--- config.mk ---
export PLATFORM = sky130hd
export DESIGN_NAME = mips_inst_encoder
export DESIGN_NICKNAME = d
export VERILOG_FILES = /design/src/rtl/mips_inst_encoder.sv
export SDC_FILE = /design/constraint.sdc
export NUM_CORES = 1
export LEC_CHECK = 0
export CAP_MARGIN = 10
export CORE_ASPECT_RATIO = 2
export CORE_MARGIN = 3
export CORE_UTILIZATION = 50
export DETAILED_ROUTE_END_ITERATION = 12
export GPL_TIMING_DRIVEN = 0
export PLACE_DENSITY = 0.95
export SLEW_MARGIN = 20
export SYNTH_ARGS = -nofsm -noshare
export SYNTH_HDL_FRONTEND = slang
export SYNTH_SLANG_ARGS = --single-unit
export TNS_END_PERCENT = 10
--- constraint.sdc ---
create_clock -name clk -period 4.4 [get_ports clk]
set_input_delay 0.88 -clock clk [delete_from_list [all_inputs] [get_ports clk]]
set_output_delay 0.88 -clock clk [all_outputs]
set_load 0.01 [all_outputs]
--- src/rtl/mips_inst_encoder.sv ---
// mips_inst_encoder
// Sequential MIPS32 instruction encoder. Accepts abstract instruction
// commands over a valid/ready handshake and emits encoded 32-bit words,
// each tagged with a sequential word address. LI expands to LUI/ORI when
// the upper half is non-zero, and branch/jump kinds can be followed by a
// delay-slot NOP.
//
// Ports:
//   clk, rst        clock, asynchronous active-high reset
//   start,base_addr load the address counter (IDLE only)
//   cmd_*           command handshake and fields (kind, op, funct, rs, rt,
//                   rd, sa, imm)
//   out_valid/out_ready/out_data/out_addr  encoded word stream
//   err             sticky, illegal command kind seen
//   wrapped         sticky, address counter wrapped past 2^AW-1
module mips_inst_encoder #(
    parameter int AW       = 10,
    parameter int AUTO_NOP = 1
) (
    input  logic          clk,
    input  logic          rst,
    input  logic          start,
    input  logic [AW-1:0] base_addr,
    input  logic          cmd_valid,
    output logic          cmd_ready,
    input  logic [3:0]    cmd_kind,
    input  logic [5:0]    cmd_op,
    input  logic [5:0]    cmd_funct,
    input  logic [4:0]    cmd_rs,
    input  logic [4:0]    cmd_rt,
    input  logic [4:0]    cmd_rd,
    input  logic [4:0]    cmd_sa,
    input  logic [31:0]   cmd_imm,
    output logic          out_valid,
    input  logic          out_ready,
    output logic [31:0]   out_data,
    output logic [AW-1:0] out_addr,
    output logic          err,
    output logic          wrapped
);

    localparam logic NOP_EN = (AUTO_NOP != 0);

    typedef enum logic [1:0] {
        IDLE = 2'd0,
        W0   = 2'd1,
        W1   = 2'd2
    } state_t;

    state_t        state_reg, state_next;
    logic          out_valid_reg, out_valid_next;
    logic [31:0]   out_data_reg, out_data_next;
    logic [AW-1:0] addr_reg, addr_next;
    logic [31:0]   second_reg, second_next;
    logic          has_second_reg, has_second_next;
    logic          err_reg, err_next;
    logic          wrapped_reg, wrapped_next;

    // One-hot decode of the legal kinds (0..7); anything else is illegal.
    logic [7:0] kind_hot;
    genvar gi;
    generate
        for (gi = 0; gi < 8; gi++) begin : g_kind
            assign kind_hot[gi] = (cmd_kind == 4'(gi));
        end
    endgenerate

    logic kind_legal;
    logic kind_has_slot;
    assign kind_legal    = |kind_hot;
    assign kind_has_slot = kind_hot[2] | kind_hot[3] | kind_hot[4];

    // Encoding of the command currently on the input bus; it is captured
    // into out_data/second at acceptance, so later bus changes do not matter.
    logic [31:0] enc_word0;
    logic [31:0] enc_word1;
    logic        enc_two;

    always_comb begin
        enc_word0 = 32'h0;
        enc_word1 = 32'h0;
        enc_two   = 1'b0;
        case (cmd_kind)
            4'd0, 4'd4: enc_word0 = {6'h00, cmd_rs, cmd_rt, cmd_rd, cmd_sa, cmd_funct};
            4'd1, 4'd2: enc_word0 = {cmd_op, cmd_rs, cmd_rt, cmd_imm[15:0]};
            4'd3:       enc_word0 = {cmd_op, cmd_imm[25:0]};
            4'd5: begin
                if (cmd_imm[31:16] != 16'h0) begin
                    // LUI rt, hi ; ORI rt, rt, lo
                    enc_word0 = {6'h0F, 5'd0, cmd_rt, cmd_imm[31:16]};
                    enc_word1 = {6'h0D, cmd_rt, cmd_rt, cmd_imm[15:0]};
                    enc_two   = 1'b1;
                end else begin
                    // ORI rt, $zero, lo
                    enc_word0 = {6'h0D, 5'd0, cmd_rt, cmd_imm[15:0]};
                end
            end
            4'd6:    enc_word0 = {6'h10, cmd_rs, cmd_rt, cmd_rd, 11'd0};
            4'd7:    enc_word0 = 32'h4200_0018;
            default: enc_word0 = 32'h0;
        endcase
        if (NOP_EN && kind_has_slot) begin
            enc_word1 = 32'h0;
            enc_two   = 1'b1;
        end
    end

    always_ff @(posedge clk or posedge rst) begin
        if (rst) begin
            state_reg      <= IDLE;
            out_valid_reg  <= 1'b0;
            out_data_reg   <= 32'h0;
            addr_reg       <= '0;
            second_reg     <= 32'h0;
            has_second_reg <= 1'b0;
            err_reg        <= 1'b0;
            wrapped_reg    <= 1'b0;
        end else begin
            state_reg      <= state_next;
            out_valid_reg  <= out_valid_next;
            out_data_reg   <= out_data_next;
            addr_reg       <= addr_next;
            second_reg     <= second_next;
            has_second_reg <= has_second_next;
            err_reg        <= err_next;
            wrapped_reg    <= wrapped_next;
        end
    end

    logic handshake;
    assign handshake = out_valid_reg && out_ready;

    always_comb begin
        state_next      = state_reg;
        out_valid_next  = out_valid_reg;
        out_data_next   = out_data_reg;
        addr_next       = addr_reg;
        second_next     = second_reg;
        has_second_next = has_second_reg;
        err_next        = err_reg;
        wrapped_next    = wrapped_reg;

        // out_valid is only ever high in W0/W1, so this never collides
        // with the start load below.
        if (handshake) begin
            addr_next = addr_reg + 1'b1;
            if (addr_reg == '1) begin
                wrapped_next = 1'b1;
            end
        end

        case (state_reg)
            IDLE: begin
                // Loading the counter alongside acceptance means word 0
                // goes out at base_addr.
                if (start) begin
                    addr_next = base_addr;
                end
                if (cmd_valid) begin
                    if (!kind_legal) begin
                        err_next = 1'b1;
                    end else begin
                        out_data_next   = enc_word0;
                        second_next     = enc_word1;
                        has_second_next = enc_two;
                        out_valid_next  = 1'b1;
                        state_next      = W0;
                    end
                end
            end
            W0: begin
                if (out_ready) begin
                    if (has_second_reg) begin
                        out_data_next = second_reg;
                        state_next    = W1;
                    end else begin
                        out_valid_next = 1'b0;
                        state_next     = IDLE;
                    end
                end
            end
            W1: begin
                if (out_ready) begin
                    out_valid_next = 1'b0;
                    state_next     = IDLE;
                end
            end
            default: begin
                out_valid_next = 1'b0;
                state_next     = IDLE;
            end
        endcase
    end

    assign cmd_ready = (state_reg == IDLE);
    assign out_valid = out_valid_reg;
    assign out_data  = out_data_reg;
    assign out_addr  = addr_reg;
    assign err       = err_reg;
    assign wrapped   = wrapped_reg;

endmodule

; Word level (Yosys, flattened, before mapping)
; Cells that the tools add are included.
[totals]
ff_bits = 80
input_bits = 83
out_inout_bits = 46
[classes]
n_addsub = 1
eq_ne = 16
muxes = 28
bitwise_logic = 3
n_reduce_logical = 14
[op_table]
columns = cell, count
row1 = $mux 32, 6
row2 = $pmux 32 s6, 1
row3 = $pmux 32 s2, 1
row4 = $mux 10, 3
row5 = $mux 30, 1
row6 = $mux 28, 1
row7 = $eq 4x3->1 const B, 4
row8 = $reduce_bool 16->1, 1
row9 = $add 10x1->10 const B, 1
row10 = $eq 10x10->1 const B, 1
row11 = $mux 2, 5
row12 = $ne 2x2->1 const B, 5
row13 = $reduce_and 5->1, 2
row14 = $eq 4x2->1 const B, 2
row15 = $mux 1, 8
row16 = $reduce_or 8->1, 1
row17 = $pmux 2 s3, 1
row18 = $reduce_and 3->1, 2
row19 = $eq 4x1->1 const B, 1
row20 = $logic_not 4->1, 1
row21 = $reduce_and 4->1, 1
row22 = $reduce_or 2->1, 2
row23 = $pmux 1 s3, 1
row24 = $eq 2x1->1 const B, 1
row25 = other kinds (8), 9

; Depth between registers and ports, before layout
; Gate-level depths: netlist (run 1).
[depth]
depth_word = 6
ltp_mapped = 7

; Worst setup path before layout (run 1)
; Ideal clock, no wire load.
[synth_timing]
path_kind = input -> register
from = in cmd_kind[3]
to = reg out_data_reg[8], in the netlist out_data[8]
setup_ps = 142
arrival_ps = 2149
t_required_ps = 4258
slack_ps = 2109
path_stages = 6
path_buffers = 2
path_cell_list = buf_6 or3b_4 a21oi_4 buf_6 mux2i_1 o221ai_1
[synth_via]
elab_chain_cells = 6
elab_cells_between_ends = 17
[synth_rtl]
columns = element, line_no
row1 = from (decl), 26  ; input logic [3:0] cmd_kind,
row2 = "$eq 4x1->1, or another cell as far along", "64, 83"
row3 = $reduce_or 2->1, 83  ; case (cmd_kind)
row4 = $pmux 32 s6, 83
row5 = $mux 32, 160  ; if (!kind_legal) begin
row6 = $mux 32, 159  ; if (cmd_valid) begin
row7 = $pmux 32 s2, 152  ; case (state_reg)
row8 = to (signal assigned), 121  ; out_data_reg <= out_data_next;
row9 = to (decl), 52  ; logic [31:0] out_data_reg, out_data_next;
; Parallel ways exist; a longest one is shown, timed or not. The select of a mux whose other input is x is not followed.
; A chain may end at the register's enable or synchronous reset.

; Final worst setup path (run 1)
[layout_timing]
from = in cmd_imm[18]
to = reg out_data_reg[0], in the netlist out_data[0]
[layout_via]
elab_chain_cells = 6
[layout_rtl]
columns = element, line_no
row1 = from (decl), 33  ; input logic [31:0] cmd_imm,
row2 = $reduce_bool 16->1, 88  ; if (cmd_imm[31:16] != 16'h0) begin
row3 = $mux 28, 88
row4 = $pmux 32 s6, 83
row5 = $mux 32, 160
row6 = $mux 32, 159
row7 = $pmux 32 s2, 152
; No other way between the ends. The select of a mux whose other input is x is not followed.

==> results of run 1 <==
==> through the flow <==
step / total power, mW / std cells / utilization, % / setup slack (ns)
after floorplan: 1.493 / 406 / - / 1.752
after global placement: 2.048 / 626 / 69.62 / 0.6545
after detailed placement: 2.112 / 627 / 70.02 / 1.038
after CTS: 2.888 / 643 / 74.12 / 1.241
after global routing: 3.030 / 643 / 74.12 / 1.039
final: 2.895 / 643 / 74.12 / 1.092
==> cell type report <==
cell class	count	area, sq um	area share, %
well taps	94	117.6	2.072
clock inverters	7	88.84	1.565
multi-input cells	300	2029	35.76
clock buffers	9	225.2	3.968
inverters	3	13.76	0.2425
plain buffers	33	160.2	2.822
flip-flops and latches	70	1752	30.86
repair buffers	127	1289	22.71
==> tightest hold or removal path, cell delays in order (launching register included) <==
cell and delay (ns):
dfrtp_1 0.34, nand2_1 0.05, o21ai_0 0.07
==> cell usage after synthesis, drive strengths merged, types with 6 or more instances <==
library cell	count
nand2b	8
a21oi	35
a22oi	6
nor2b	7
a21o	7
o211ai	14
dfrtp	70
nand3	23
a221oi	8
a22o	21
buf	13
a32oi	7
clkbuf	20
nand3b	6
a31oi	7
nor2	25
nand2	29
o21ai	14
==> layer usage <==
layer  track usage [%]  part of all wire, %  vias to the layer above
met5                 0                    0                        -
met4             24.54                  7.2                        0
met3             8.703                  7.7                       86
met2             55.16                   52                      282
met1             35.59                   33                     2056
li1                  -                    -                     1834
==> power groups by stage <==
stage                     Combinational, mW  Sequential, mW  Clock, mW
after global placement                 1.06           0.983          0
after detailed placement               1.11            1.00          0
final                                  1.13           0.995      0.773
after CTS                              1.12           0.990      0.773
after floorplan                       0.443            1.05          0
after global routing                   1.21            1.01      0.801
==> path summary, 6_finish.rpt <==
| kind | startpoint | endpoint | slack [ns] | cells past startpoint |
|---|---|---|---|---|
| max in group asynchronous | rst | out_data[30] | 3.07 | 3 |
| hold / removal | out_data[30] | out_data[30] | 0.50 | 2 |
| setup reg to reg | state_reg[0] | out_data[23] | 2.27 | 6 |
| min in group asynchronous | rst | out_addr[0] | 0.80 | 2 |
| setup / recovery | cmd_imm[18] | out_data[0] | 1.09 | 7 |
| hold reg to reg | out_data[30] | out_data[30] | 0.50 | 2 |
==> logic make-up (layout without fill, tap and decap cells) <==
logic type	after synthesis	after routing
AO/OA/AOI/OAI	148	148
flip-flops	70	70
multiplexers	7	7
buffers and inverters	36	179
XOR/XNOR	8	8
adder cells (fa/ha/maj)	1	1
AND/OR/NAND/NOR	136	136
==> metrics.md, run 1 <==
| Metric | Value |
|---|---|
| Clock transition at the registers of the reported paths | `0.05 ns` |
| # DRC | `0` |
| Post-synthesis cell type count | `59` |
| Clk_lat worst skew | `0.35 ns` |
| Sequential power share | `34.4%` |
| Port bufs | `126` |
| Skew final | `0.006135 ns` |
| Register area share after synthesis | `44.32%` |
| Most frequent cells in the layout | `clkdlybuf4s50_1 (126), dfrtp_1 (70), a21oi_1 (33)` |
| CTS Buffer Depth | `2` |
| Die H | `131.7 um` |
| Crit end category | `register` |
| Fraction of registers with async set/reset | `100.0%` |
| Post-Synthesis Cells | `406` |
| RSZ-0062 raised after global routing | `no` |
| Largest net degree at the start of global routing | `59` |
| First-pass GRT wire length | `22600 um` |
| Slew headroom | `44.57%` |
| Total wire length | `14640 um` |
| Net Count, Synth | `490` |
| Pwr Density | `510.1 mW/mm^2` |
| Die width | `68.87 um` |
| Part of the power in combinational logic | `38.9%` |
| Dpl cell area | `0.005361 sq mm` |
| HPWL Detailed | `10910 um` |
| Antenna violations before repair | `0` |
| Pint | `1.918 mW` |
| GRT Residual Overflow | `0` |
| P_leak | `2.300 nW` |
| Core area | `0.007657 sq mm` |
| Avg WL per Cell | `22.77 um` |
| Layout Area Growth over Synthesis | `43.59%` |
| Nets | `628` |
| Hold Path Class | `reg -> reg` |
| Ys Warns | `0` |
| All-Layer GR Usage | `33.80%` |
| Setup-failing EPs final | `0` |
| Critical-path cell list | `clkdlybuf4s50_1 -> nor4_1 -> and4_1 -> buf_2 -> clkbuf_1 -> nand3_1 -> a32oi_1` |
| Adder-cell share of the synthesized area | `0.3166%` |
| Worst hold slack | `0.4958 ns` |
| Switching pwr | `977.0 uW` |
| DR vias | `4258` |
| Post-synth top area cell | `dfrtp_1` |
| Maximum VDD drop | `0.3068 mV` |
| Post-route cell area | `0.005675 sq mm` |
| Antenna diode count | `0` |
| Total CTS buffers | `9` |
| Slew Viols, Final | `0` |
| Critical Path Start Type | `input port` |
| Worst endpoint required time | `4.64 ns` |
| Num ports | `129` |
| Critical Path AT | `3.55 ns` |
| Ys flop type | `dfrtp_1` |
| Worst Path Buf+Inv | `3` |
| Vias per cell | `6.622` |
| Ranking of synthesized cells by area | `dfrtp_1 (44%), a22o_1 (4.7%), a21oi_1 (4.2%)` |
| Status | `completed` |
| Fill cell count | `566` |
| Share of the synthesized area in the top cell type | `44.32%` |
| Routed Antenna Nets | `0` |
| Final period util | `75.17%` |
| Hold_buf cts | `0` |
| Total of max-cap violations | `0` |
| Sw Ratio | `33.75%` |
| Simple-Gate Fraction of Synth Area | `19.59%` |
| Largest family of logic cells by synthesized area | `compound AO/OA/AOI/OAI gates` |
| CP Max Fanout | `10` |
| Num rows | `45` |
| Post-CTS setup repair buffer count | `0` |
| Fin crit period | `3.308 ns` |
| Post-synthesis compound-gate area fraction | `27.83%` |
| Final GP Congestion | `0.9622` |
| Hold Vio Cnt, Final | `0` |
| Post-synthesis xor/xnor area fraction | `1.773%` |
| Mux contribution to synthesized area | `1.836%` |
| Commonest non-fill, non-tap cell in the layout | `clkdlybuf4s50_1` |
| Yosys reg bits | `70` |
| Post-synth EDFFs | `0` |
| Clk root buf | `clkbuf_16` |
| Starting Density | `51.62%` |
| Fin Setup TNS | `0 ns` |
| Max reg flops | `32` |
| Number of global-route vias before repair | `4388` |
| Clock power share | `26.7%` |
| CTS tree | `done` |
| CP delay by family, top | `buffers and inverters` |
| DR pass1 iterations | `5` |
| H-Tree Level Count | `3` |
| Synth Cell Area | `0.003953 sq mm` |
| Drt initial violations | `389` |
| Worst Tran Pin Value | `0.8293 ns` |
| Slowest cell on crit path | `clkdlybuf4s50_1` |
| PostCTS Resize Cnt | `0` |
| F_max | `302.3 MHz` |
| CP max stage delay | `0.56 ns` |
| Avg Inst Size Synth | `9.735 sq um` |
| Die Area | `0.009073 sq mm` |
| Clock sinks | `70` |
| Share of layout cells above drive strength 1 | `9.290%` |
| Critical path type | `in -> reg` |
Note: power is estimated with default switching activity, not from simulation.
==> run 2: changes to the inputs <==
Settings changed: CORE_UTILIZATION 50 to 47, PLACE_DENSITY 0.95 to 0.91.
Clock period 4.4 ns to 3.2 ns, I/O delays scaled along.
==> run 2 against run 1 <==
Sequential share of layout area barely moved. Final area barely moved. Worst setup slack got worse by 0.66 ns. Via count fell by 0.19%. First-iteration DRC count fell by 3.1%. Register-to-register slack got worse by 1.2 ns. Core utilization fell by 3.7 points. Non-clock buffer count did not move. Count of clock-buffer cells in the layout rose by 4. Wire length fell by 4.0%. Global-route usage fell by 3.8 points. Critical endpoint is now out_data[6]. Largest cell class unchanged. Largest power group unchanged.
==> metrics.md, run 2 (synthesis gave the netlist of run 1 again) <==
| Metric | Value |
|---|---|
| Worst Tran Pin Value | `0.7782 ns` |
| Hold_sp | `second_reg[28]` |
| # DRC | `0` |
| CTS Buffer Depth | `2` |
| Fin Setup TNS | `0 ns` |
| Antenna violations before repair | `0` |
| Port bufs | `126` |
| RSZ-0062 raised after global routing | `no` |
| Setup-failing EPs final | `0` |
| Num rows | `46` |
| Crit end category | `register` |
| Num ports | `129` |
| Hold Vio Cnt, Final | `0` |
| Hold Path Class | `reg -> reg` |
| PnR Total Power | `3.938 mW` |
| FF-to-FF End | `out_data[23]` |
| Slew Viols, Final | `0` |
| Final period util | `86.58%` |
| Avg WL per Cell | `21.79 um` |
| Die width | `70.85 um` |
| GRT Residual Overflow | `0` |
| DR pass1 iterations | `5` |
| Total wire length | `14060 um` |
| Pwr Density | `693.8 mW/mm^2` |
| Register-to-Register Setup Slack | `1.11 ns` |
| Total CTS buffers | `9` |
| Clk root buf | `clkbuf_16` |
| R2r worst-path depth | `6` |
| All-Layer GR Usage | `30.02%` |
| Worst Hold Path EP | `second_reg[28]` |
| Largest net degree at the start of global routing | `37` |
| H-Tree Level Count | `3` |
| Slew headroom | `47.98%` |
| CP Max Fanout | `10` |
| Core area | `0.008058 sq mm` |
| Layout Area Growth over Synthesis | `43.62%` |
| Dpl cell area | `0.005356 sq mm` |
| Antenna diode count | `0` |
| Worst endpoint required time | `3.44 ns` |
| R2R Path Start | `state_reg[0]` |
| Post-CTS setup repair buffer count | `0` |
| Commonest non-fill, non-tap cell in the layout | `clkdlybuf4s50_1` |
| Final GP Congestion | `1.037` |
| F_max | `360.9 MHz` |
| Fin crit period | `2.770 ns` |
| Die H | `135.7 um` |
| Skew final | `0.004886 ns` |
| Fill cell count | `607` |
| HPWL Detailed | `10640 um` |
| Number of global-route vias before repair | `4521` |
| Max reg flops | `32` |
| PostCTS Resize Cnt | `0` |
| Critical Path Start Type | `input port` |
| Hold_buf cts | `0` |
| Total of max-cap violations | `0` |
| Share of layout cells above drive strength 1 | `9.290%` |
| Critical path type | `in -> reg` |
| Critical Path AT | `3.02 ns` |
| Die Area | `0.009613 sq mm` |
| Clock transition at the registers of the reported paths | `0.05 ns` |
| Hold path cells | `1` |
| CTS tree | `done` |
| Clock sinks | `70` |
| Nets | `628` |
| Routed Antenna Nets | `0` |
| Post-route cell area | `0.005677 sq mm` |
| Maximum VDD drop | `0.3288 mV` |
| Drt initial violations | `377` |
| DR vias | `4250` |
| First-pass GRT wire length | `22340 um` |
| Clk_lat worst skew | `0.34 ns` |
| Starting Density | `49.05%` |
| Status | `completed` |
| P_leak | `2.299 nW` |
| Vias per cell | `6.589` |
| Most frequent cells in the layout | `clkdlybuf4s50_1 (126), dfrtp_1 (70), a21oi_1 (33)` |
[run 2: stage by stage]
step / hold WS [ns] / util, % / setup WS [ns] / cells
after global placement: 0.4562 / 66.20 / -0.2925 / 628
after CTS: 0.4792 / 70.45 / 0.4869 / 645
after detailed placement: 0.4660 / 66.48 / 0.1300 / 629
final: 0.4860 / 70.45 / 0.4295 / 645
after floorplan: 0.4494 / - / 0.7918 / 406
after global routing: 0.5215 / 70.45 / 0.3637 / 645
[run 2: worst max path at each step]
stage                      startpoint            to  slack (ns)  cells past startpoint
after detailed placement  cmd_imm[21]   out_data[6]        0.13                      7
final                     cmd_imm[21]   out_data[6]        0.43                      7
after floorplan                   rst           err        0.79                      1
after CTS                 cmd_imm[21]   out_data[6]        0.49                      7
after global routing      cmd_imm[21]   out_data[0]        0.36                      7
after global placement            rst  out_data[31]       -0.29                      2
[run 2: per-layer routing]
| layer | GRT usage, % | vias to the layer above | wire length (um) |
|---|---|---|---|
| met5 | 0 | - | 0 |
| met4 | 21.65 | 0 | 942 |
| met3 | 5.646 | 77 | 1107 |
| met2 | 52.95 | 280 | 7420 |
| met1 | 30.91 | 2064 | 4587 |
| li1 | - | 1829 | - |
[run 2: cell type report]
type / instances / area, sq um / area share, %
flip-flops and latches: 70 / 1752 / 30.86
inverters: 3 / 13.76 / 0.2425
multi-input cells: 300 / 2029 / 35.75
clock buffers: 13 / 280.3 / 4.937
plain buffers: 33 / 160.2 / 2.821
clock inverters: 3 / 40.04 / 0.7053
well taps: 96 / 120.1 / 2.116
repair buffers: 127 / 1281 / 22.57
[run 2: critical path, cell delays in order]
cell and delay, ns:
clkdlybuf4s50_1 0.47, nor4_1 0.44, and4_1 0.24, buf_2 0.29, clkbuf_1 0.51, nand3_1 0.17
a32oi_1 0.26
[run 2: power by group]
group	switching, mW	internal [mW]
combinational	0.705	0.813
clock	0.367	0.685
sequential	0.222	1.15
